**src/rtl/up_down_count_n.sv**
```systemverilog
// Modulo-N synchronous up/down counter with parallel load, cascade terminal count,
// boundary pulse and sticky overflow flag; boundaries either wrap or saturate.
module up_down_count_n #(
    parameter int     WIDTH    = 4,
    parameter longint MODULUS  = 16,
    parameter bit     SATURATE = 1'b0
) (
    input  logic             clk,
    input  logic             rst_n,
    input  logic             en,
    input  logic             up,
    input  logic             load,
    input  logic [WIDTH-1:0] d,
    output logic [WIDTH-1:0] q,
    output logic             tc,
    output logic             wrap,
    output logic             ovf
);

    localparam logic [WIDTH-1:0] MAX_VAL = WIDTH'(MODULUS - 1);
    localparam logic [63:0]      MOD_64  = 64'(MODULUS);

    // Compare in a 64-bit domain so MODULUS = 2**32 needs no special case.
    function automatic logic [WIDTH-1:0] clamp_load(input logic [WIDTH-1:0] v);
        if (64'(v) >= MOD_64) begin
            return MAX_VAL;
        end
        return v;
    endfunction

    function automatic logic [WIDTH-1:0] boundary_next(input logic [WIDTH-1:0] cur,
                                                       input logic           dir);
        if (SATURATE) begin
            return cur;
        end
        return dir ? '0 : MAX_VAL;
    endfunction

    logic at_max;
    logic at_min;

    assign at_max = (q == MAX_VAL);
    assign at_min = (q == '0);

    // Not gated by load: downstream stages qualify it with their own load.
    assign tc = en & ((up & at_max) | (~up & at_min));

    always_ff @(posedge clk) begin
        if (!rst_n) begin
            q    <= '0;
            wrap <= 1'b0;
            ovf  <= 1'b0;
        end else if (load) begin
            q    <= clamp_load(d);
            wrap <= 1'b0;
            ovf  <= 1'b0;
        end else if (en) begin
            if (tc) begin
                q    <= boundary_next(q, up);
                wrap <= 1'b1;
                ovf  <= 1'b1;
            end else begin
                q    <= up ? q + WIDTH'(1) : q - WIDTH'(1);
                wrap <= 1'b0;
            end
        end else begin
            wrap <= 1'b0;
        end
    end

endmodule
```
**config.mk**
```make
export PLATFORM = sky130hd
export DESIGN_NAME = up_down_count_n
export DESIGN_NICKNAME = d
export VERILOG_FILES = /design/src/rtl/up_down_count_n.sv
export SDC_FILE = /design/constraint.sdc
export NUM_CORES = 1
export LEC_CHECK = 0
export CORE_AREA = 2 2 39 41
export DETAILED_ROUTE_END_ITERATION = 8
export DIE_AREA = 0 0 41 43
export SYNTH_ARGS = -nofsm -noshare
export SYNTH_HDL_FRONTEND = slang
export SYNTH_SLANG_ARGS = --single-unit
```
**constraint.sdc**
```tcl
create_clock -name clk -period 1.9 [get_ports clk]
set_input_delay 0.38 -clock clk [delete_from_list [all_inputs] [get_ports clk]]
set_output_delay 0.38 -clock clk [all_outputs]
set_load 0.01 [all_outputs]
```
* Word-level counts from Yosys, hierarchy flattened *
Cells that the tools add are included.

operators by class
  add/sub/neg operators = 2
  multipliers = 0
  div/mod/pow operators = 0
  $lt $le $gt $ge = 0
  eq/ne operators = 1
  shifts and indexed selects = 0
  muxes and demuxes = 6
  bitwise gates (word level) = 7
  reduce and logical (&&, ||, !) cells = 5

operators with widths
  cell                   number
  $mux W4                5
  $add A4 B1 Y4 const B  1
  $eq A4 B4 Y1 const B   1
  $logic_not A4 Y1       1
  $sub A4 B1 Y4 const B  1
  $and A1 B1 Y1          3
  $not A1 Y1             3
  $reduce_or A3 Y1       1
  $reduce_and A2 Y1      1
  $reduce_bool A2 Y1     1
  $reduce_or A2 Y1       1
  $mux W1                1
  $or A1 B1 Y1           1

storage, ports and cells
  register bits after elaboration = 6
  bits in latches = 0
  RAM bits = 0
  bits in read-only memories = 0
  input port bits = 9
  output and inout bits = 7
  word-level logic and storage cells = 24
  memories = 0

* Logic depth before layout (Yosys ltp) *
  word-level depth = 7
  gate-level depth with buffers = 6

* Worst setup path before layout *
Ideal clock, no wire load.

  path type = register to output
  start = register q[0]
  end = output port tc
  arrival time = 1,291 ps
  setup slack = 229 ps
  cell stages (with the launch flop) = 4
  buffers on the path = 0
  path through = dfxtp_1 or4_4 o22ai_2 and2_1

between the ends
  word-level cells in the longest chain between the ends = 4

RTL lines
  what                                              RTL line  source
  start, declared                                   14        output logic [WIDTH-1:0] q,
  start signal, assigned                            54        q <= clamp_load(d);
  start signal, assigned                            59        q <= boundary_next(q, up);
  start signal, assigned                            63        q <= up ? q + WIDTH'(1) : q - WIDTH'(1);
  $eq A4 B4 Y1 or $logic_not A4 Y1 (tied branches)  42, 43
  $and A1 B1 Y1                                     46        assign tc = en & ((up & at_max) | (~up & at_min));
  $or A1 B1 Y1 *                                    46
  $and A1 B1 Y1 *                                   46
  end, declared                                     15        output logic tc,

Every way passes the cells marked *; elsewhere a longest branch is shown, timed or not.

* Worst setup path after layout *
  start = register q[2]
  end = output port tc

Same word-level chain as after synthesis.

==> results by group <==
Critical path
  – Setup CP Type: reg -> out
  – CP Launch Type: flop
  – CP Data Arrival Time: between 1.5 and 2 ns
  – Reg2reg setup slack: 0.29 ns
  – Endpoint class of the critical path: output port
  – WP data required: roughly 1.5 ns
  – Worst Path Max Fanout: 2

Placed design
  – Final HPWL DP: roughly 920 um
  – Port bufs: 15
  – Placer Congestion: 0.7706
  – Place WS: -0.5932 ns

Timing
  – Final setup violation count: 0
  – Min Tclk post-route: 1.898 ns
  – Layout Skew: between 0.0001 and 0.00015 ns
  – WHS: a little under 0.5 ns
  – Final hold viol count: 0
  – Max_slew headroom: 0.7738
  – Worst-Margin Slew: between 0.3 and 0.4 ns
  – Worst Setup Slack, final: approximately 0.0015 ns
  – RSZ-0062 raised after global routing: yes
  – Slew Viols, Final: 0
  – FMAX: about 530 MHz
  – Setup TNS: 0 ns
  – Tcrit/Tclk final: 0.9992

Floorplanning
  – Starting Density: 0.3074
  – Ports: 16
  – FP Rows: 14
  – Die Area: ~1800 um2
  – Die Y: 43 um
  – Core ar.: 1384 um2
  – Die width: between 40 and 50 um

Drt
  – DRC: 0
  – First-pass DRT Iterations: 4
  – Routed WL per cell: 13.07 um
  – Via count: about 480
  – DRT Wirelength: approximately 1300 um
  – Starting DRC count in detailed routing: 5
  – ANT nets after route: 0
  – DR vias/cell: a little over 5

Layout
  – Number of inserted diodes: 0
  – Layout cells sized above 1: 0.3375
  – Register Area: 121.4 um2
  – Commonest non-fill, non-tap cells in the layout: buf_4 (14), clkdlybuf4s50_1 (13), a21oi_1 (6)
  – P&R area growth vs syn: 75.59%
  – Post-Route Utilization: 0.5398
  – FILL cells: around 140
  – Final Net Count: between 90 and 100
  – Most common cell after layout, fill and taps aside: buf_4
  – Multi-input gate area: 316.6 um2

GRT
  – Met2 GRT Util: 0.2500
  – Initial antenna violation count: 0
  – GR peak layer: met2
  – Number of global-route vias before repair: between 400 and 500
  – First-pass GRT wire length: 1904 um
  – Global Route Usage Sum: 0.1563
  – GR Util met1: 0.2150
  – Grt total ovfl: 0
  – Largest net degree at the start of global routing: 11
  – GR Util met3: 0.01571

Pwr
  – Overall power: around 0.43 mW
  – Pleak: about 0.31 nW
  – Peak supply drop: between 0.0002 and 0.0003 V
  – Power per cell area: around 570 nW/um2

Run
  – Max_cap viols: 0

Synthesis
  – Post-synth EDFFs: 0
  – Mapped Area: approximately 430 um2
  – Yosys cell types: 25
  – Syn Area/Cell: between 8 and 9 um2
  – Ys Warns: 0
  – Asr flop ratio synth: 0
  – Register area share after synthesis: 0.2824
  – Post-Syn Instances: 50
  – Mapped Nets: 62
  – Seq cells post-synth: 6
  – Top FF cell, synth: dfxtp_1

Min path
  – HP Class: reg -> reg

Clock tree
  – Clock tree sinks: 6
  – CTS tree: done
  – Worst-Skew Late Latency: ~0.23 ns
  – CTS H-tree depth: 1
  – Max Root-Sink Buffers: 2
  – Clk slew on worst S/H paths: roughly 0.040 ns
  – CTS Root Cell: clkbuf_4
  – Inserted Clock Buffers: 3

Outcome
  – Status: complete, no violations
==> registers in the layout, summed over array words and instances (netlist names) <==
| register | flops |
|---|---|
| q | 4 |
| wrap | 1 |
| ovf | 1 |
==> layer usage <==
metal,vias up,part of all wire
li1,249,-
met3,0,0.029
met2,13,0.52
met5,-,0
met1,221,0.45
met4,0,0
==> worst paths after layout <==
check	start	end	cells past startpoint
min	ovf$_SDFFE_PP0P_	ovf$_SDFFE_PP0P_	1
max reg2reg	q[2]$_SDFFE_PN0P_	q[3]$_SDFFE_PN0P_	6
min reg2reg	ovf$_SDFFE_PP0P_	ovf$_SDFFE_PP0P_	1
max	q[2]$_SDFFE_PN0P_	tc	4
==> synth_stat cells (2+ instances only) <==
master | count | share of area
ha_1 | 2 | 0.059
inv_1 | 3 | 0.026
o22ai_1 | 2 | 0.029
nand3_1 | 3 | 0.035
nand2_1 | 4 | 0.035
and3_1 | 3 | 0.044
a21oi_1 | 7 | 0.082
dfxtp_1 | 6 | 0.28
nor2_1 | 3 | 0.026
nor3b_1 | 2 | 0.035
==> kinds of logic after synthesis <==
logic type / count (synthesis) / share of synthesized area
flip-flops: 6 / 0.2824
adder cells (fa/ha/maj): 3 / 0.1059
AO/OA/AOI/OAI: 15 / 0.2559
XOR/XNOR: 2 / 0.04118
buffers and inverters: 5 / 0.04704
AND/OR/NAND/NOR: 19 / 0.2676
==> layout make-up <==
cell class | instances | area share
clock buffers | 3 | 0.03015
well taps | 16 | 0.02680
multi-input cells | 39 | 0.4238
inverters | 3 | 0.01508
flip-flops and latches | 6 | 0.1625
repair buffers | 29 | 0.3417
==> power breakdown <==
part / internal [mW] / total (mW) / switching, mW / leakage [nW]
Clock: 0.0709 / 0.109 / 0.0381 / 0.0138
Sequential: 0.136 / 0.143 / 0.00734 / 0.0497
Combinational: 0.101 / 0.176 / 0.0749 / 0.247
==> through the flow <==
| step | instance area, um2 | std cells |
|---|---|---|
| 2_1_floorplan | 425.4 | 50 |
| 3_3_place_gp | 669.4 | 90 |
| 3_5_place_dp | 669.4 | 90 |
| 4_1_cts | 709.4 | 95 |
| 5_1_grt | 747.0 | 96 |
| 6_report | 747.0 | 96 |
==> worst max-delay path, cell delays in order (launching register included) <==
cell and delay, ns:
dfxtp_2 0.31, or4_4 0.55, o22ai_4 0.17, and2_4 0.17
buf_6 0.09
==> repair_timing <==
item,CTS,global route
gates resized for setup,7,5
hold buffers,0,0
buffers inserted,2,1
pin swaps,3,3
endpoints found under the setup margin,3,2
No activity file was read; power rests on OpenSTA's default activity.
